## config.mk

```make
export PLATFORM = sky130hd
export DESIGN_NAME = game_sequencer
export DESIGN_NICKNAME = d
export VERILOG_FILES = /design/src/rtl/bytebasher_pkg.sv /design/src/rtl/hit_sync_edge.sv /design/src/rtl/game_sequencer.sv
export SDC_FILE = /design/constraint.sdc
export NUM_CORES = 1
export LEC_CHECK = 0
export ABC_AREA = 1
export BUFFER_PORTS_ARGS = -buffer_cell sky130_fd_sc_hd__buf_2
export CORE_MARGIN = 1.5
export CORE_UTILIZATION = 62
export CTS_BUF_LIST = sky130_fd_sc_hd__clkbuf_16
export DETAILED_ROUTE_END_ITERATION = 8
export GPL_ROUTABILITY_DRIVEN = 0
export PLACE_DENSITY = 0.86
export SYNTH_ARGS = -nofsm -noshare
export SYNTH_HDL_FRONTEND = slang
export SYNTH_SLANG_ARGS = --single-unit
```

## constraint.sdc

```tcl
create_clock -name CLOCK_50 -period 1.9 [get_ports CLOCK_50]
set_input_delay 0.38 -clock CLOCK_50 [delete_from_list [all_inputs] [get_ports CLOCK_50]]
set_output_delay 0.38 -clock CLOCK_50 [all_outputs]
set_load 0.05 [all_outputs]
```

## src/rtl/bytebasher_pkg.sv

```systemverilog
// bytebasher_pkg
//   Shared definitions for the ByteBasher game controller: game state
//   encoding, the fixed image codes sent to the VGA fill unit, the box code
//   width and the target-selection helper.
package bytebasher_pkg;

  localparam int BOX_W = 3;

  localparam logic [BOX_W-1:0] MIF_LOBBY = 3'd0;
  localparam logic [BOX_W-1:0] MIF_OVER  = 3'd7;

  typedef enum logic [1:0] {
    ST_LOBBY = 2'd0,
    ST_PLAY  = 2'd1,
    ST_OVER  = 2'd2
  } game_state_e;

  // Next lit box: take the random value when it is a legal box that differs
  // from the current one, otherwise step round-robin (cur mod num_boxes)+1.
  function automatic logic [BOX_W-1:0] pick_target(
    input logic [BOX_W-1:0] cur,
    input logic [BOX_W-1:0] lfsr,
    input logic [BOX_W-1:0] num_boxes
  );
    logic [BOX_W-1:0] nxt;
    if ((lfsr != 3'd0) && (lfsr <= num_boxes) && (lfsr != cur)) begin
      nxt = lfsr;
    end else if (cur >= num_boxes) begin
      nxt = 3'd1;
    end else begin
      nxt = cur + 3'd1;
    end
    return nxt;
  endfunction

endpackage

```

## src/rtl/hit_sync_edge.sv

```systemverilog
// hit_sync_edge
//   Brings the asynchronous sensor code into the clock domain with a 2-flop
//   synchronizer, then an edge register that flags a hit only on a
//   zero -> non-zero transition, so a held sensor scores once.
//   Latency: input change sampled at edge N -> hit_evt valid after edge N+2.
// Ports
//   clk          in   1      system clock
//   rst_n        in   1      async active-low reset
//   box_address  in   3      raw sensor code (0 = no hit)
//   synced       out  3      synchronized code, aligned with hit_evt
//   hit_evt      out  1      one-cycle strobe for a new hit
module hit_sync_edge
  import bytebasher_pkg::*;
(
  input  logic             clk,
  input  logic             rst_n,
  input  logic [BOX_W-1:0] box_address,
  output logic [BOX_W-1:0] synced,
  output logic             hit_evt
);

  logic [BOX_W-1:0] sync1_r;
  logic [BOX_W-1:0] sync2_r;
  logic [BOX_W-1:0] synced_r;
  logic             hit_evt_r;

  // Synchronizer chain plus edge register; synced_r doubles as the
  // "previous value" for the edge test so hit_evt and synced line up.
  always_ff @(posedge clk or negedge rst_n) begin
    if (!rst_n) begin
      sync1_r   <= 3'd0;
      sync2_r   <= 3'd0;
      synced_r  <= 3'd0;
      hit_evt_r <= 1'b0;
    end else begin
      sync1_r   <= box_address;
      sync2_r   <= sync1_r;
      synced_r  <= sync2_r;
      hit_evt_r <= (sync2_r != 3'd0) && (synced_r == 3'd0);
    end
  end

  assign synced  = synced_r;
  assign hit_evt = hit_evt_r;

endmodule

```

## src/rtl/game_sequencer.sv

```systemverilog
// game_sequencer
//   ByteBasher top-level controller: LOBBY -> timed PLAY -> OVER.
//   Chooses the lit target box, scores synchronized sensor hits, pulses the
//   hit sound and enables the lobby music. All outputs are registered.
//   Optional build macro: MISS_PENALTY_EN -- a wrong-box hit decrements the
//   score (saturating at 0) and leaves the target unchanged.
// Ports
//   CLOCK_50           in   1        system clock
//   resetn             in   1        async active-low reset
//   start_game         in   1        debounced start key level (rising edge used)
//   box_address        in   3        sensor code, async to clock
//   lfsr_value         in   3        free-running random value
//   mif_control_signal out  3        0 lobby, 1..NUM_BOXES lit box, 7 game over
//   play_sound         out  1        hit-sound pulse
//   lobby_sound        out  1        lobby music enable
//   score              out  SCORE_W  current/final score
//   game_timer         out  6        seconds remaining
//   game_over          out  1        high in OVER
module game_sequencer
  import bytebasher_pkg::*;
#(
  parameter int CLK_HZ       = 50_000_000,
  parameter int GAME_SECONDS = 60,
  parameter int DWELL_CYCLES = 75_000_000,
  parameter int SOUND_CYCLES = 5_000_000,
  parameter int NUM_BOXES    = 6,
  parameter int SCORE_W      = 11
) (
  input  logic               CLOCK_50,
  input  logic               resetn,
  input  logic               start_game,
  input  logic [BOX_W-1:0]   box_address,
  input  logic [BOX_W-1:0]   lfsr_value,
  output logic [BOX_W-1:0]   mif_control_signal,
  output logic               play_sound,
  output logic               lobby_sound,
  output logic [SCORE_W-1:0] score,
  output logic [5:0]         game_timer,
  output logic               game_over
);

  localparam int TICK_W  = (CLK_HZ > 1) ? $clog2(CLK_HZ) : 1;
  localparam int DWELL_W = (DWELL_CYCLES > 1) ? $clog2(DWELL_CYCLES) : 1;
  localparam int SOUND_W = (SOUND_CYCLES > 1) ? $clog2(SOUND_CYCLES) : 1;

  localparam logic [TICK_W-1:0]  TICK_LAST  = TICK_W'(CLK_HZ - 1);
  localparam logic [DWELL_W-1:0] DWELL_LAST = DWELL_W'(DWELL_CYCLES - 1);
  localparam logic [SOUND_W-1:0] SOUND_LAST = SOUND_W'(SOUND_CYCLES - 1);
  localparam logic [5:0]         TIMER_INIT = 6'(GAME_SECONDS);
  localparam logic [BOX_W-1:0]   BOX_MAX    = BOX_W'(NUM_BOXES);
  localparam logic [SCORE_W-1:0] SCORE_MAX  = {SCORE_W{1'b1}};
  localparam logic [SCORE_W-1:0] SCORE_ONE  = SCORE_W'(1);

  game_state_e        state_r;
  logic               start_prev_r;
  logic [BOX_W-1:0]   target_r;
  logic [TICK_W-1:0]  tick_r;
  logic [DWELL_W-1:0] dwell_r;
  logic [SOUND_W-1:0] sound_cnt_r;
  logic [BOX_W-1:0]   mif_r;
  logic               play_sound_r;
  logic               lobby_sound_r;
  logic [SCORE_W-1:0] score_r;
  logic [5:0]         timer_r;
  logic               game_over_r;

  logic [BOX_W-1:0]   synced_s;
  logic               hit_evt_s;
  logic               start_rise_s;
  logic               hit_correct_s;
  logic [BOX_W-1:0]   next_target_s;
  logic [BOX_W-1:0]   first_target_s;
`ifdef MISS_PENALTY_EN
  logic               hit_wrong_s;
`endif

  hit_sync_edge u_hit_sync_edge (
    .clk         (CLOCK_50),
    .rst_n       (resetn),
    .box_address (box_address),
    .synced      (synced_s),
    .hit_evt     (hit_evt_s)
  );

  // Decode start edge, hit classification and candidate targets.
  always_comb begin
    start_rise_s   = start_game & ~start_prev_r;
    next_target_s  = pick_target(target_r, lfsr_value, BOX_MAX);
    first_target_s = pick_target(3'd0, lfsr_value, BOX_MAX);
    if (hit_evt_s && (synced_s == target_r)) begin
      hit_correct_s = 1'b1;
    end else begin
      hit_correct_s = 1'b0;
    end
`ifdef MISS_PENALTY_EN
    if (hit_evt_s && (synced_s != target_r)) begin
      hit_wrong_s = 1'b1;
    end else begin
      hit_wrong_s = 1'b0;
    end
`endif
  end

  // Game FSM with all registered outputs and counters.
  always_ff @(posedge CLOCK_50 or negedge resetn) begin
    if (!resetn) begin
      state_r       <= ST_LOBBY;
      start_prev_r  <= 1'b0;
      target_r      <= 3'd0;
      tick_r        <= '0;
      dwell_r       <= '0;
      sound_cnt_r   <= '0;
      mif_r         <= MIF_LOBBY;
      play_sound_r  <= 1'b0;
      lobby_sound_r <= 1'b1;
      score_r       <= '0;
      timer_r       <= TIMER_INIT;
      game_over_r   <= 1'b0;
    end else begin
      start_prev_r <= start_game;

      // Sound pulse runs down in every state so it can finish after PLAY.
      if (sound_cnt_r != '0) begin
        sound_cnt_r <= sound_cnt_r - SOUND_W'(1);
      end else begin
        play_sound_r <= 1'b0;
      end

      case (state_r)
        ST_LOBBY: begin
          lobby_sound_r <= 1'b1;
          mif_r         <= MIF_LOBBY;
          game_over_r   <= 1'b0;
          if (start_rise_s) begin
            state_r       <= ST_PLAY;
            score_r       <= '0;
            timer_r       <= TIMER_INIT;
            tick_r        <= '0;
            dwell_r       <= '0;
            lobby_sound_r <= 1'b0;
            target_r      <= first_target_s;
            mif_r         <= first_target_s;
          end
        end

        ST_PLAY: begin
          if (tick_r == TICK_LAST) begin
            tick_r <= '0;
            if (timer_r != 6'd0) begin
              timer_r <= timer_r - 6'd1;
            end
          end else begin
            tick_r <= tick_r + TICK_W'(1);
          end

          // A hit takes priority over dwell expiry: one target change only.
          if (hit_correct_s) begin
            if (score_r != SCORE_MAX) begin
              score_r <= score_r + SCORE_ONE;
            end
            sound_cnt_r  <= SOUND_LAST;
            play_sound_r <= 1'b1;
            target_r     <= next_target_s;
            mif_r        <= next_target_s;
            dwell_r      <= '0;
          end else if (dwell_r == DWELL_LAST) begin
            target_r <= next_target_s;
            mif_r    <= next_target_s;
            dwell_r  <= '0;
          end else begin
            dwell_r <= dwell_r + DWELL_W'(1);
          end

`ifdef MISS_PENALTY_EN
          if (hit_wrong_s && (score_r != '0)) begin
            score_r <= score_r - SCORE_ONE;
          end
`endif

          // Timer already at zero: leave next edge; a hit this cycle still counts.
          if (timer_r == 6'd0) begin
            state_r     <= ST_OVER;
            mif_r       <= MIF_OVER;
            game_over_r <= 1'b1;
          end
        end

        ST_OVER: begin
          mif_r       <= MIF_OVER;
          game_over_r <= 1'b1;
          if (start_rise_s) begin
            state_r       <= ST_LOBBY;
            mif_r         <= MIF_LOBBY;
            game_over_r   <= 1'b0;
            lobby_sound_r <= 1'b1;
          end
        end

        default: begin
          state_r       <= ST_LOBBY;
          mif_r         <= MIF_LOBBY;
          game_over_r   <= 1'b0;
          lobby_sound_r <= 1'b1;
        end
      endcase
    end
  end

  assign mif_control_signal = mif_r;
  assign play_sound         = play_sound_r;
  assign lobby_sound        = lobby_sound_r;
  assign score              = score_r;
  assign game_timer         = timer_r;
  assign game_over          = game_over_r;

endmodule

```

==> impl_metrics.json <==
{
  "setup_viol": 0,
  "cts.sinks": 115,
  "worstPathMaxFanout": 9,
  "grt_use_total": 0.2915,
  "drive_gt1_frac": 0.1392,
  "tns_ns": 0,
  "die_w_um": 108.6,
  "hold_class": "input port to flop",
  "postSynthAreaPerCell_um2": 7.254,
  "root_buffer": "clkbuf_16",
  "instances_no_fill": 1167,
  "rows": 38,
  "drc": 0,
  "wl_per_cell_um": 14.31,
  "slew_viol_final": 0,
  "regArea_um2": 2888,
  "antenna_found_initial": 0,
  "drtIter0Drc": 947,
  "start_util": 0.6377,
  "grt_max_degree": 66,
  "cap_violations": 0,
  "htree_levels": 4,
  "insertion_delay_ns": 0.42,
  "max_slew_margin": 0.7210,
  "tightest_slew_ns": 0.4148,
  "vias_per_cell": 5.455,
  "final_nets": 1035,
  "rrSetupSlack_ns": 0.09,
  "synth_ff_type": "dfrtp_1",
  "cts-buffers-inserted": 17,
  "clock_path_buffers": 2,
  "n_antenna_cell": 0,
  "required_ns": 2.22,
  "io_buffer_count": 31,
  "routed-via-count": 6366,
  "max_freq_ghz": 0.5511,
  "crit_arrival_ns": 2.13,
  "p_total_mw": 10.00,
  "synth_fp_nets": 974,
  "first_pass_iters": 5,
  "outcome": "completed",
  "hold_viol": 0,
  "area_growth_pct": 15.33,
  "period_share": 0.9549,
  "drtAntennaViolNets": 0,
  "finalCoreUtilization": 0.7355,
  "tritoncts": "done",
  "grt_pass1_wl_mm": 26.73,
  "cp-start-kind": "flop",
  "min_period_ns": 1.814,
  "skew_ns": 0.007187,
  "path_cells": "inv_1 > ha_1 > inv_1 > nor3_1 > nand3_2 > nand3_1 > nand2_1 > nand2_1 > nor2_1",
  "die_area_um2": 11790,
  "crit_slowest_cell": "dfrtp_1",
  "ys_async_sr_fraction": 1.000,
  "die_y_um": 108.6,
  "n_fill_cell": 803,
  "power_density_nw_per_um2": 1255,
  "multi_input_area_um2": 3550,
  "yosysUniqueCellTypes": 45,
  "synth_area_um2": 6913,
  "grt_pass1_vias": 5862,
  "cts.clk_slew.worst_paths_ns": 0.05,
  "synth-seq-cells": 115,
  "leakage_nw": 4.017,
  "critPathMaxStageDelay_ns": 0.40,
  "core_um2": 10840,
  "peakVddDrop_mv": 0.9555,
  "synth_warnings": 0,
  "dp_hpwl_mm": 10.75,
  "synth-seq-area-share": 0.4172,
  "synth_edf_count": 0,
  "endpoint_kind": "flop",
  "ios": 32,
  "worstSetupPathType": "flop to flop",
  "post-place-cells": 1123,
  "synth_cells": 953,
  "overflow": 0,
  "drt_wl_total_mm": 16.70
}
cells in the final DEF (no fill, tap or decap), drive strengths merged:
| master | count |
|---|---|
| a211oi | 1 |
| a21boi | 1 |
| a21o | 1 |
| a21oi | 16 |
| buf | 52 |
| bufinv | 1 |
| clkbuf | 17 |
| clkinv | 9 |
| dfrtp | 110 |
| dfstp | 5 |
| dlygate4sd3 | 1 |
| ha | 12 |
| inv | 130 |
| nand2 | 302 |
| nand3 | 69 |
| nand3b | 2 |
| nand4 | 34 |
| nor2 | 162 |
| nor3 | 25 |
| nor4 | 2 |
| o211ai | 4 |
| o21a | 1 |
| o21ai | 26 |
| o21bai | 4 |
| o22ai | 3 |
| or2 | 5 |
| xnor2 | 13 |
| xor2 | 19 |
Yosys cell counts (2+ instances only):
library cell,number,area (µm²)
nand3_1,62,310.3
o21ai_0,15,75.07
nor2_4,3,33.78
nand3b_1,2,15.01
nand4_1,34,212.7
dfrtp_1,110,2753
nand2_2,9,56.30
buf_6,6,67.56
or2_2,4,25.02
o22ai_1,3,18.77
a21oi_1,15,75.07
xor2_1,19,166.4
nor2_2,4,25.02
nand2_4,5,56.30
nand2_1,284,1066
o211ai_1,4,30.03
nor4_1,2,12.51
nor3_1,22,110.1
buf_4,2,15.01
xnor2_1,13,113.9
o21ai_2,4,35.03
inv_1,118,442.9
nor2_1,154,578.1
inv_2,5,18.77
o21ai_1,7,35.03
o21bai_1,3,22.52
dfstp_2,5,131.4
nand3_2,6,60.06
ha_1,12,150.1
nor3_2,2,20.02
buf_2,5,25.02
kinds of logic after synthesis:
logic type | count (synthesis) | synth area share
compound gates | 57 | 0.05050
xor+xnor | 32 | 0.04054
fa+ha+maj | 12 | 0.02172
buf+inv | 139 | 0.08507
flops | 115 | 0.4172
simple gates | 598 | 0.3850
power breakdown:
group | switching [mW] | internal (mW) | leakage, nW | total (mW)
Clock | 1.08 | 1.73 | 0.274 | 2.81
Combinational | 2.60 | 1.19 | 2.24 | 3.79
Sequential | 0.441 | 2.96 | 1.51 | 3.41
Total | 4.12 | 5.89 | 4.02 | 10.0
per-layer routing:
layer,vias to the layer above,global-route usage,wire (µm)
met1,2990,0.3796,7156
li1,3132,-,-
met4,0,0.1006,298
met3,28,0.07233,877
met5,-,0,0
met2,216,0.4735,8366
critical path, delay by kind of cell, from the launching register on:
family / cells / cell delay [ns]
buffers and inverters: 2 / 0.25
DFF: 1 / 0.40
and+or+nand+nor: 6 / 0.87
adders and majority gates: 1 / 0.18
registers in the layout (all words and copies together) (netlist names):
register / flops
tick_r: 26
sound_cnt_r: 23
start_prev_r: 1
u_hit_sync_edge.sync1_r: 3
dwell_r: 27
u_hit_sync_edge.synced: 3
u_hit_sync_edge.sync2_r: 3
lobby_sound: 1
target_r: 3
game_over: 1
u_hit_sync_edge.hit_evt: 1
game_timer: 6
score: 11
mif_control_signal: 3
play_sound: 1
state_r: 2
layout make-up:
cell class              count  share of cell area
well taps                 140             0.02197
repair buffers             53             0.04551
inverters                 125             0.06073
multi-input cells         702              0.4452
flip-flops and latches    115              0.3622
clock buffers              17             0.05336
clock inverters            15             0.01099
timing repair:
item / 4_1_cts / 5_1_grt
endpoints found under the hold margin: 53 / 0
resized for setup: 1 / 20
buffers inserted: 3 / 5
endpoints found under the setup margin: 13 / 64
pin swaps: 1 / 6
hold buffers: 1 / 0
gates cloned: 0 / 3
final timing paths:
path | cells after the start | endpoint | from
min reg2reg | 0 | u_hit_sync_edge.sync2_r[2]$_DFF_PN0_ | u_hit_sync_edge.sync1_r[2]$_DFF_PN0_
max in group asynchronous | 3 | dwell_r[0]$_DFFE_PN0P_ | resetn
max | 9 | sound_cnt_r[17]$_DFF_PN0_ | sound_cnt_r[0]$_DFF_PN0_
min in group asynchronous | 3 | sound_cnt_r[3]$_DFF_PN0_ | resetn
max reg2reg | 9 | sound_cnt_r[17]$_DFF_PN0_ | sound_cnt_r[0]$_DFF_PN0_
min | 1 | u_hit_sync_edge.sync1_r[1]$_DFF_PN0_ | box_address[1]
through the flow:
step	hold slack (ns)	setup slack (ns)	cell area [µm²]
floorplan	0.08441	0.08411	6915
global placement	0.3337	0.04812	7272
detailed placement	0.3347	-0.03139	7272
CTS	0.05428	0.02188	7823
global route	0.05092	-0.03041	7973
finish	0.06088	0.08561	7973
Power figures use the tool's default switching activity.
